### config.mk
export PLATFORM = sky130hd
export DESIGN_NAME = uart_rx_core
export DESIGN_NICKNAME = d
export VERILOG_FILES = /design/src/rtl/uart_pkg.sv /design/src/rtl/uart_bit_timer.sv /design/src/rtl/uart_rx_core.sv
export SDC_FILE = /design/constraint.sdc
export NUM_CORES = 1
export LEC_CHECK = 0
export CORE_MARGIN = 2
export CORE_UTILIZATION = 41
export CTS_CLUSTER_SIZE = 28
export DETAILED_ROUTE_END_ITERATION = 16
export RECOVER_POWER = 100
export REMOVE_ABC_BUFFERS = 1
export SLEW_MARGIN = 25
export SYNTH_ARGS = -nofsm -noshare
export SYNTH_HDL_FRONTEND = slang
export SYNTH_SLANG_ARGS = --single-unit
### constraint.sdc
create_clock -name clk_i -period 2.2 [get_ports clk_i]
set_input_delay 0.44 -clock clk_i [delete_from_list [all_inputs] [get_ports clk_i]]
set_output_delay 0.44 -clock clk_i [all_outputs]
set_load 0.005 [all_outputs]
### src/rtl/uart_pkg.sv
// Shared UART definitions: receiver state encoding and bit-timing helpers.
// The TX block will reuse the period/half helpers.
package uart_pkg;

  typedef enum logic [1:0] {IDLE, START, DATA, STOP} rx_state_t;

  function automatic int unsigned uart_period(input int unsigned clk_rate,
                                              input int unsigned baud_rate);
    return clk_rate / baud_rate;
  endfunction

  function automatic int unsigned uart_half(input int unsigned clk_rate,
                                            input int unsigned baud_rate);
    return uart_period(clk_rate, baud_rate) / 2;
  endfunction

endpackage

### src/rtl/uart_bit_timer.sv
// Loadable bit-period down-counter; tick marks terminal count while the receiver is active.
module uart_bit_timer #(
  parameter int unsigned TW = 5
) (
  input  logic          clk_i,
  input  logic          reset_i,
  input  logic          active_i,
  input  logic          load_i,
  input  logic [TW-1:0] load_val_i,
  output logic          tick_o
);

  logic [TW-1:0] cnt_q, cnt_d;

  assign tick_o = active_i && (cnt_q == '0);

  always_comb begin
    cnt_d = cnt_q;
    if (load_i) begin
      cnt_d = load_val_i;
    end else if (active_i && (cnt_q != '0)) begin
      cnt_d = cnt_q - 1'b1;
    end
  end

  always_ff @(posedge clk_i or posedge reset_i) begin
    if (reset_i) cnt_q <= '0;
    else         cnt_q <= cnt_d;
  end

endmodule

### src/rtl/uart_rx_core.sv
// UART receive framer: times the start bit, samples data bits mid-bit with
// re-centring on data edges, checks the stop bit and pulses done or err.
module uart_rx_core
  import uart_pkg::*;
#(
  parameter int unsigned CLK_RATE   = 100_000_000,
  parameter int unsigned BAUD_RATE  = 115_200,
  parameter int unsigned DATA_WIDTH = 8
) (
  input  logic                  clk_i,
  input  logic                  reset_i,
  input  logic                  in_i,
  input  logic                  rise_i,
  input  logic                  fall_i,
  output logic [DATA_WIDTH-1:0] data_o,
  output logic                  done_o,
  output logic                  err_o,
  output logic                  busy_o
);

  localparam int unsigned PERIOD = uart_period(CLK_RATE, BAUD_RATE);
  localparam int unsigned HALF   = uart_half(CLK_RATE, BAUD_RATE);
  localparam int unsigned TW     = $clog2(PERIOD + 1);
  localparam int unsigned CW     = $clog2(DATA_WIDTH + 1);
  localparam logic [TW-1:0] RELOAD  = TW'(PERIOD - 1);
  localparam logic [TW-1:0] HALF_M1 = TW'(HALF - 1);
  localparam logic [CW-1:0] LAST    = CW'(DATA_WIDTH - 1);

  if (PERIOD < 4) begin : g_period_chk
    $error("uart_rx_core: CLK_RATE/BAUD_RATE must be at least 4");
  end
  if (DATA_WIDTH < 5 || DATA_WIDTH > 9) begin : g_width_chk
    $error("uart_rx_core: DATA_WIDTH must be 5..9");
  end

  rx_state_t             state_q, state_d;
  logic [CW-1:0]         cnt_q, cnt_d;
  logic [DATA_WIDTH-1:0] shift_q, shift_d;
  logic [DATA_WIDTH-1:0] data_q, data_d;
  logic                  done_q, done_d;
  logic                  err_q, err_d;
  logic                  tick;
  logic                  tmr_load;
  logic [TW-1:0]         tmr_val;

  uart_bit_timer #(.TW(TW)) u_timer (
    .clk_i      (clk_i),
    .reset_i    (reset_i),
    .active_i   (state_q != IDLE),
    .load_i     (tmr_load),
    .load_val_i (tmr_val),
    .tick_o     (tick)
  );

  always_comb begin
    state_d  = state_q;
    cnt_d    = cnt_q;
    shift_d  = shift_q;
    data_d   = data_q;
    done_d   = 1'b0;
    err_d    = 1'b0;
    tmr_load = 1'b0;
    tmr_val  = RELOAD;
    unique case (state_q)
      IDLE: begin
        if (fall_i) begin
          state_d  = START;
          tmr_load = 1'b1;
          tmr_val  = HALF_M1;
        end
      end
      START: begin
        if (tick) begin
          tmr_load = 1'b1;
          cnt_d    = '0;
          state_d  = in_i ? IDLE : DATA;
        end
      end
      DATA: begin
        // A sample tick wins over a same-cycle edge so the bit is never lost.
        if (tick) begin
          tmr_load = 1'b1;
          shift_d  = {in_i, shift_q[DATA_WIDTH-1:1]};
          cnt_d    = cnt_q + 1'b1;
          if (cnt_q == LAST) state_d = STOP;
        end else if (rise_i || fall_i) begin
          tmr_load = 1'b1;
          tmr_val  = HALF_M1;
        end
      end
      STOP: begin
        if (tick) begin
          tmr_load = 1'b1;
          state_d  = IDLE;
          if (in_i) begin
            data_d = shift_q;
            done_d = 1'b1;
          end else begin
            err_d = 1'b1;
          end
        end
      end
      default: state_d = IDLE;
    endcase
  end

  always_ff @(posedge clk_i or posedge reset_i) begin
    if (reset_i) begin
      state_q <= IDLE;
      cnt_q   <= '0;
      shift_q <= '0;
      data_q  <= '0;
      done_q  <= 1'b0;
      err_q   <= 1'b0;
    end else begin
      state_q <= state_d;
      cnt_q   <= cnt_d;
      shift_q <= shift_d;
      data_q  <= data_d;
      done_q  <= done_d;
      err_q   <= err_d;
    end
  end

  assign data_o = data_q;
  assign done_o = done_q;
  assign err_o  = err_q;
  assign busy_o = (state_q != IDLE);

endmodule

==> key figures, run 1 <==
Pwr
  – P per Cell Area: 841 nW/um^2
  – Pwr Total: 1.71 mW
  – Worst vdd ir: 0.352 mV
  – Lkg Pwr: just over 0.9 nW

STA
  – Worst Tran Pin Value: 586 ps
  – RSZ-0062 raised after global routing: no
  – Final count of pins violating max slew: 0
  – Final period util: 0.924
  – Clock skew: 8.07 ps
  – Final min period: 2030 ps
  – Max-slew headroom: 0.610
  – Final Hold Fails: 0
  – Setup TNS: 0 ps
  – Fmax: 0.492 GHz
  – Setup violators final: 0

Clocking
  – Clock Tree Buf Depth: 2
  – TritonCTS buffer count: 5
  – CTS Hold Buffers Added: 0
  – CTS Sinks: 34
  – Clk root buf: clkbuf_8
  – Post-CTS setup buffers: 0
  – TritonCTS clock tree: built
  – Clk slew on worst S/H paths: 70 ps
  – Worst skew pair latency: between 200 and 300 ps
  – Cts repair resizes: 0
  – Htree depth: 2

Global routing
  – Initial antenna violation count: 0
  – Largest net degree at the start of global routing: 24
  – Global-route wire length before repair: 5.92 mm
  – Vias in the first global route: around 1,200
  – Grt ovf: 0
  – GRT Overall Usage: 0.178

Synthesis
  – Synth Area in Adders: 0.0223
  – Post-Synth Simple-Gate Area: 0.203
  – Avg Inst Size Synth: 11.2 um^2
  – Syn. warnings: 0
  – Synthesized netlist cell count: 151
  – Area leader, netlist: dfrtp_1
  – Top cells by area, synth: dfrtp_1 (50%), mux2_2 (11%), nand2_1 (3.6%), nor2_1 (2.4%), o21ai_0 (2.4%)
  – Netlist Area Pre-Place: 1690 um^2
  – Compound-Gate Fraction of Synth Area: 0.117
  – Sequential share of the synthesized area: 0.505
  – Main combinational cell family by area after synthesis: simple AND/OR/NAND/NOR gates
  – Synth unique cells: 44
  – Xor/xnor share of the synthesized area: 0.0208
  – Post-synthesis mux area share: 0.107
  – Top cell type's share of synthesized area: 0.505
  – Yosys reg bits: 34

Routing
  – Post-Route WL: 3.50 mm
  – Iter 0 DRT Violations: 70
  – Vias after detailed routing: 1,269
  – DR vias/cell: 5.62
  – Total iterations of the first detailed-routing run: 4
  – Remaining antenna violation count after routing: 0
  – Remaining DRCs: 0
  – Routed wire length per instance: 15.5 um

Die
  – Ports: 16
  – Core box area: 3970 um^2
  – Die X: 68.1 um
  – Height of the die: 68.1 um
  – Die ar.: 4640 um^2
  – Rows: 23
  – Initial core utilization: 0.424

Hold path
  – Worst min-delay path class: reg -> reg
  – Worst hold start: data_o[6]

Setup path
  – FF-to-FF Start: u_timer.cnt_q[0]
  – End of the critical path: busy_o
  – Flop2flop setup slack: about 210 ps
  – Worst Path Required: between 1500 and 2000 ps
  – Setup crit end kind: primary output
  – FF-to-FF path depth: 7
  – Worst EP arrival: 1590 ps
  – CP Class: reg -> out
  – Crit Path Max Fanout: 6
  – Startpoint types: flop
  – R2R Path End: shift_q[7]

Layout
  – ANT cells: 0
  – Design Area, Final: ~2000 um^2
  – Area grow syn2layout: 20.6%
  – Most frequent cells in the layout: dfrtp_1 (34), nand2_1 (16), mux2_2 (16), nor2_1 (11), dlygate4sd3_1 (11)
  – Net count, final: ~180
  – Most common cell after layout, fill and taps aside: dfrtp_1
  – Share of cells above drive strength 1: 0.222
  – Final Util: 0.512

Status
  – Status: finished clean

Place
  – IO Port Bufs: 15
  – Global placer's final weighted congestion: 0.881
  – Post-DP HPWL: 2.54 mm
  – Post-DP Area: 1940 um^2

Flow run
  – Maxcap violations: 0
critical path, stage by stage, from the launching register on:
cell	delay, ps
dfrtp_1	480
or2_2	370
clkdlybuf4s50_1	450
per-stage QoR:
step | cells | setup slack [ps] | hold slack [ps]
2_1_floorplan | 146 | 301 | 475
3_3_place_gp | 218 | 159 | 485
3_5_place_dp | 218 | 155 | 492
4_1_cts | 226 | 141 | 488
5_1_grt | 226 | 65.3 | 523
6_report | 226 | 168 | 501
Yosys cell counts (all sizes together):
cell	n
dfrtp	34
mux2	16
nand2	16
nor2	13
o21ai	8
inv	6
nand4	6
nor3	5
a21oi	4
a22oi	3
clkbuf	3
ha	3
xor2	3
a2bb2oi	2
buf	2
nand3	2
nor3b	2
nor4	2
nor4b	2
o2bb2ai	2
o31a	2
a211oi	1
a21o	1
a221oi	1
a22o	1
a31o	1
and3	1
and4bb	1
nand3b	1
nor2b	1
o211a	1
o311ai	1
or2	1
or3	1
or3b	1
xnor2	1
state kept, by name, summed over array words and instances (netlist names), named ones only:
signal,count
err_o,1
cnt_q,4
data_o,8
state_q,1
u_timer.cnt_q,10
shift_q,8
done_o,1
per-layer routing:
metal / wire length, um / track usage / vias up / share of wire
met2: 1660 / 0.284 / 24 / 0.47
met3: 166 / 0.0641 / 5 / 0.047
met4: 57 / 0.0625 / 0 / 0.016
met5: 0 / 0 / - / 0
li1: - / - / 596 / -
met1: 1620 / 0.224 / 644 / 0.46
worst min-delay path by stage:
stage                            end  slack [ps]  depth (start not counted)
after CTS                 shift_q[5]         490                          2
after floorplan           shift_q[0]         470                          1
after detailed placement  shift_q[0]         490                          1
final                      data_o[6]         500                          1
after global placement    shift_q[0]         490                          1
after global routing       data_o[6]         520                          1
cell families (layout without fill, tap and decap cells):
family          Yosys count  count (layout)
simple gates             55              55
buf+inv                  11              36
fa+ha+maj                 3               3
mux                      16              16
compound gates           28              28
flops                    34              34
xor+xnor                  4               4
area by class of cell:
type / instances / area (um^2)
fillers: 360 / 1940
flip-flops and latches: 34 / 851
multi-input cells: 106 / 790
repair buffers: 22 / 193
clock buffers: 5 / 68.8
well taps: 50 / 62.6
clock inverters: 3 / 45.0
inverters: 6 / 22.5
where the power goes:
group	switching (mW)	internal, mW	leakage [nW]
Sequential	0.127	0.708	0.443
Combinational	0.157	0.136	0.442
Clock	0.244	0.337	0.0504
Total	0.528	1.18	0.935
Note: power is estimated with default switching activity, not from simulation.
==> run 2: changes to the inputs <==
--- a/config.mk
+++ b/config.mk
@@ -5,10 +5,13 @@
 export SDC_FILE = /design/constraint.sdc
 export NUM_CORES = 1
 export LEC_CHECK = 0
+export CELL_PAD_IN_SITES_DETAIL_PLACEMENT = 0
+export CELL_PAD_IN_SITES_GLOBAL_PLACEMENT = 2
 export CORE_MARGIN = 2
-export CORE_UTILIZATION = 41
+export CORE_UTILIZATION = 37
 export CTS_CLUSTER_SIZE = 28
 export DETAILED_ROUTE_END_ITERATION = 16
+export PLACE_DENSITY_LB_ADDON = 0.1
 export RECOVER_POWER = 100
 export REMOVE_ABC_BUFFERS = 1
 export SLEW_MARGIN = 25
==> key figures, run 2 (same netlist as run 1, synthesis figures left out) <==
Place
  – Dpl ws: 136 ps (-19.6 ps)
  – Global placer's final weighted congestion: 0.819 (-7.0%)
  – IO Port Bufs: 15 (unchanged)
  – Post-DP HPWL: 2.43 mm (-4.2%)

Layout
  – Net count, final: 184 (+0.55%)
  – Largest Register: u_timer.cnt_q
  – FILL cells: 413 (+15%)
  – Most frequent cells in the layout: dfrtp_1 (34), nand2_1 (16), mux2_2 (16), dlygate4sd3_1 (12), nor2_1 (11)
  – Share of cells above drive strength 1: 0.237 (+0.0157)
  – Area grow syn2layout: 23.0%
  – Max reg flops: 10 (unchanged)
  – Most common cell after layout, fill and taps aside: dfrtp_1
  – ANT cells: 0 (unchanged)

Setup path
  – Setup crit end kind: primary output
  – Crit Path Max Fanout: 3 (-3)
  – CP Class: reg -> out
  – Worst EP arrival: 1610 ps (+20 ps)
  – Worst Path Required: 1760 ps (about the same)
  – Startpoint types: flop

Clocking
  – CTS Hold Buffers Added: 0 (unchanged)
  – Cts repair resizes: 0 (unchanged)
  – TritonCTS buffer count: 5 (unchanged)
  – Clk root buf: clkbuf_8
  – Worst skew pair latency: 290 ps (about the same)
  – Post-CTS setup buffers: 0 (unchanged)
  – Clock Tree Buf Depth: 2 (unchanged)
  – TritonCTS clock tree: built
  – Htree depth: 2 (unchanged)
  – Clk slew on worst S/H paths: 70 ps (about the same)
  – CTS Sinks: 34 (unchanged)

Global routing
  – Vias in the first global route: 1,254 (+1.4%)
  – Grt ovf: 0 (unchanged)
  – Global-route wire length before repair: 6.27 mm (+5.8%)
  – Initial antenna violation count: 0 (unchanged)
  – Largest net degree at the start of global routing: 35 (+46%)
  – GRT Overall Usage: 0.160 (-0.0184)

STA
  – Max-slew headroom: 0.432 (-0.178)
  – Worst Tran Pin Value: 852 ps (+267 ps)
  – Fmax: 0.487 GHz (-0.95%)
  – Final Hold Fails: 0 (unchanged)
  – Clock skew: 5.72 ps (-2.36 ps)
  – Final min period: 2050 ps (+19.5 ps)
  – Setup violators final: 0 (unchanged)
  – Setup TNS: 0 ps (unchanged)
  – Final count of pins violating max slew: 0 (unchanged)
  – Post-route setup slack: 148 ps (-19.5 ps)
  – Final period util: 0.933 (+0.00885)
  – RSZ-0062 raised after global routing: no

Die
  – Initial core utilization: 0.384 (-0.0400)
  – Rows: 24 (+4.3%)
  – Ports: 16 (unchanged)
  – Die ar.: 5110 um^2 (+10%)
  – Core box area: 4380 um^2 (+10%)
  – Die X: 71.5 um (+5.0%)
  – Height of the die: 71.5 um (+5.0%)

Routing
  – Total iterations of the first detailed-routing run: 4 (unchanged)
  – Met1 WL: 1.67 mm (+2.9%)
  – Vias after detailed routing: 1,223 (-3.6%)
  – Remaining DRCs: 0 (unchanged)
  – Met2 wire length: 1.64 mm (-1.2%)
  – DR vias/cell: 5.34 (-4.9%)
  – Routed wire length per instance: 15.4 um (-0.72%)
  – Top sig layer: met4
  – Iter 0 DRT Violations: 73 (+4.3%)
  – Post-Route WL: 3.52 mm (+0.60%)
  – Met3 wire length: 147 um (-11%)
  – Remaining antenna violation count after routing: 0 (unchanged)

Status
  – Status: finished clean

Hold path
  – Worst min-delay path class: reg -> reg

Flow run
  – Maxcap violations: 0 (unchanged)

Pwr
  – Worst vdd ir: 0.396 mV (+12%)
  – Lkg Pwr: 0.962 nW (+2.9%)
  – P per Cell Area: 888 nW/um^2 (+5.5%)
==> run 2: cell types whose count changed in the layout (fill, tap and decap cells not counted) <==
| cell | previous run | this run |
|---|---|---|
| buf_4 | 4 | 7 |
| clkbuf_1 | 2 | 0 |
| clkinvlp_4 | 2 | 0 |
| bufinv_16 | 1 | 2 |
| clkdlybuf4s50_1 | 4 | 3 |
| clkinv_4 | 0 | 1 |
| dlygate4sd3_1 | 11 | 12 |
==> run 2: layer usage <==
layer | up-vias | GRT usage
met1 | 581 | 0.214
li1 | 605 | -
met2 | 31 | 0.246
met3 | 6 | 0.0464
met5 | - | 0
met4 | 0 | 0.0608
==> run 2: final cells by class <==
type | instances | area [um^2] | area share
Inverter | 6 | 22.5 | 0.0109
Timing Repair Buffer | 23 | 208 | 0.100
Clock inverter | 3 | 68.8 | 0.0332
Multi-Input combinational cell | 106 | 790 | 0.381
Sequential cell | 34 | 851 | 0.410
Tap cell | 52 | 65.1 | 0.0314
Clock buffer | 5 | 68.8 | 0.0332
==> run 2: where the power goes <==
group          total (mW)  switching, mW  internal [mW]
combinational       0.321          0.169          0.153
sequential          0.823          0.115          0.708
clock               0.696          0.242          0.454
total                1.84          0.525           1.31
==> run 2: final timing paths <==
kind | start | endpoint | slack, ps | cells past startpoint
worst max-delay path | flop | busy_o | 150 | 2
worst min-delay path | data_o[7] | data_o[7] | 500 | 1
worst max register to register | u_timer.cnt_q[1] | shift_q[4] | 260 | 7
worst min register to register | data_o[7] | data_o[7] | 500 | 1
max in group asynchronous | reset_i | u_timer.cnt_q[1] | 820 | 3
min in group asynchronous | reset_i | cnt_q[2] | 850 | 3
==> run 2: critical path, stage by stage, from the launching register on <==
cell,delay [ps]
dfrtp_1,390
or2_2,340
dlygate4sd3_1,590
==> run 2: stage by stage <==
step	instance area [um^2]	utilization	hold slack [ps]	total power, mW	cells
4_1_cts	2080	0.474	512	1.86	229
2_1_floorplan	1660	-	475	1.04	146
6_report	2070	0.473	500	1.84	229
3_5_place_dp	1940	0.442	495	1.16	221
3_3_place_gp	1940	0.442	489	1.15	221
5_1_grt	2070	0.473	517	1.95	229
==> run 3: changes to the inputs <==
==> constraint.sdc (replaced) <==
create_clock -name clk_i -period 2.2 [get_ports clk_i]
set_input_delay 0.22 -clock clk_i [delete_from_list [all_inputs] [get_ports clk_i]]
set_output_delay 0.22 -clock clk_i [all_outputs]
set_load 0.005 [all_outputs]
==> key figures, run 3 (same netlist as run 1, synthesis figures left out) <==
Place
  – IO Port Bufs: 15 (unchanged)
  – Post-DP HPWL: 2.57 mm (+5.8%)
  – Global placer's final weighted congestion: 0.804 (-1.8%)
  – Cell total after placement: 217 (-1.8%)

Layout
  – Max reg flops: 10 (unchanged)
  – Non-Filler Instances: 227 (-0.87%)
  – Most common cell after layout, fill and taps aside: dfrtp_1
  – Share of cells above drive strength 1: 0.229 (-0.00872)
  – Net count, final: 182 (-1.1%)
  – Most frequent cells in the layout: dfrtp_1 (34), nand2_1 (16), mux2_2 (16), dlygate4sd3_1 (12), nor2_1 (11)
  – Area grow syn2layout: 22.5%
  – Largest Register: u_timer.cnt_q
  – ANT cells: 0 (unchanged)

Global routing
  – Vias in the first global route: 1,282 (+2.2%)
  – Grt ovf: 0 (unchanged)
  – Global-route wire length before repair: 6.32 mm (+0.88%)
  – GRT Overall Usage: 0.162 (+0.00188)
  – Initial antenna violation count: 0 (unchanged)
  – Largest net degree at the start of global routing: 35 (unchanged)

Routing
  – Remaining antenna violation count after routing: 0 (unchanged)
  – DR vias/cell: 5.60 (+4.9%)
  – Remaining DRCs: 0 (unchanged)
  – Iter 0 DRT Violations: 70 (-4.1%)
  – Vias after detailed routing: 1,272 (+4.0%)
  – Routed wire length per instance: 16.4 um (+6.5%)
  – Total iterations of the first detailed-routing run: 4 (unchanged)
  – Post-Route WL: 3.71 mm (+5.5%)

Clocking
  – TritonCTS buffer count: 5 (unchanged)
  – Htree depth: 2 (unchanged)
  – CTS Sinks: 34 (unchanged)
  – Clk root buf: clkbuf_8
  – Worst skew pair latency: 280 ps (about the same)
  – TritonCTS clock tree: built
  – Clk slew on worst S/H paths: 70 ps (about the same)
  – Clock Tree Buf Depth: 2 (unchanged)

STA
  – Max-slew headroom: 0.412 (-0.0202)
  – Setup violators final: 0 (unchanged)
  – RSZ-0062 raised after global routing: no
  – Final period util: 0.920 (-0.0123)
  – Final hold slack: 502 ps (+1.97 ps)
  – Final Hold Fails: 0 (unchanged)
  – Fmax: 0.494 GHz (+1.3%)
  – Final min period: 2020 ps (-27.0 ps)
  – Worst Tran Pin Value: 883 ps (+30.3 ps)
  – Setup TNS: 0 ps (unchanged)
  – Final count of pins violating max slew: 0 (unchanged)
  – Clock skew: 3.60 ps (-2.11 ps)

Die
  – Die ar.: 5110 um^2 (unchanged)
  – Initial core utilization: 0.384 (unchanged)
  – Height of the die: 71.5 um (unchanged)
  – Die X: 71.5 um (unchanged)
  – Rows: 24 (unchanged)
  – Core box area: 4380 um^2 (unchanged)
  – Ports: 16 (unchanged)

Setup path
  – Worst EP arrival: 2200 ps (+590 ps)
  – Startpoint types: flop
  – Worst Path Required: 2370 ps (+610 ps)
  – Setup crit end kind: flop
  – CP Class: reg -> reg
  – Crit Path Max Fanout: 8 (+5)
  – Crit path max-delay cell type: nor4_4
  – Crit-path max cell delay: 530 ps (-60 ps)
  – Cell Chain, Critical Path: nor4_4 > nand4_4 > nor2_4 > mux2_2

Pwr
  – P per Cell Area: 881 nW/um^2 (-0.69%)
  – Worst vdd ir: 0.534 mV (+35%)
  – Lkg Pwr: 0.956 nW (-0.61%)

Flow run
  – Maxcap violations: 0 (unchanged)

Hold path
  – Worst min-delay path class: reg -> reg

Status
  – Status: finished clean
run 3: cell types whose count changed in the layout (fill, tap and decap cells not counted), sizes merged:
cell    change
buf         -3
clkbuf      +1
run 3: where the power goes:
group          switching, mW  internal (mW)  total, mW
clock                  0.238          0.454      0.692
sequential             0.131          0.708      0.839
combinational          0.153          0.136      0.289
total                  0.522           1.30       1.82
run 3: worst paths after layout:
check	startpoint	slack (ps)	cells past startpoint	endpoint
min in group asynchronous	reset_i	640	3	cnt_q[1]
worst max-delay path	u_timer.cnt_q[2]	180	4	shift_q[5]
worst max register to register	u_timer.cnt_q[2]	180	4	shift_q[5]
worst min register to register	data_o[2]	500	1	data_o[2]
worst min-delay path	data_o[2]	500	1	data_o[2]
max in group asynchronous	reset_i	1010	3	data_o[1]
run 3: critical path, delay by kind of cell, from the launching register on:
| kind | cells | cell delay [ps] |
|---|---|---|
| mux | 1 | 370 |
| simple gates | 3 | 1080 |
| flops | 1 | 460 |
run 3: layout make-up:
cell class | instances | area (um^2)
Fill cell | 409 | 2320
Sequential cell | 34 | 851
Multi-Input combinational cell | 106 | 798
Timing Repair Buffer | 21 | 190
Clock buffer | 5 | 68.8
Clock inverter | 3 | 68.8
Tap cell | 52 | 65.1
Inverter | 6 | 22.5
run 3: stage by stage:
step | area, um^2 | power (mW) | worst slack, ps | util
2_1_floorplan | 1660 | 1.04 | 301 | -
3_3_place_gp | 1910 | 1.13 | 181 | 0.436
3_5_place_dp | 1910 | 1.13 | 114 | 0.436
4_1_cts | 2050 | 1.83 | 94.3 | 0.467
5_1_grt | 2060 | 1.92 | 36.2 | 0.471
6_report | 2060 | 1.82 | 175 | 0.471
run 3: what timing repair did:
action,CTS,global route
resized for setup,0,1
endpoints found under the setup margin,0,19
hold buffers,0,0
buffers inserted,0,2
run 3: per-layer routing:
| layer | GRT usage | vias up | share of wire |
|---|---|---|---|
| li1 | - | 595 | - |
| met5 | 0 | - | 0 |
| met4 | 0.0608 | 0 | 0.012 |
| met3 | 0.0478 | 6 | 0.037 |
| met2 | 0.271 | 29 | 0.50 |
| met1 | 0.198 | 642 | 0.45 |
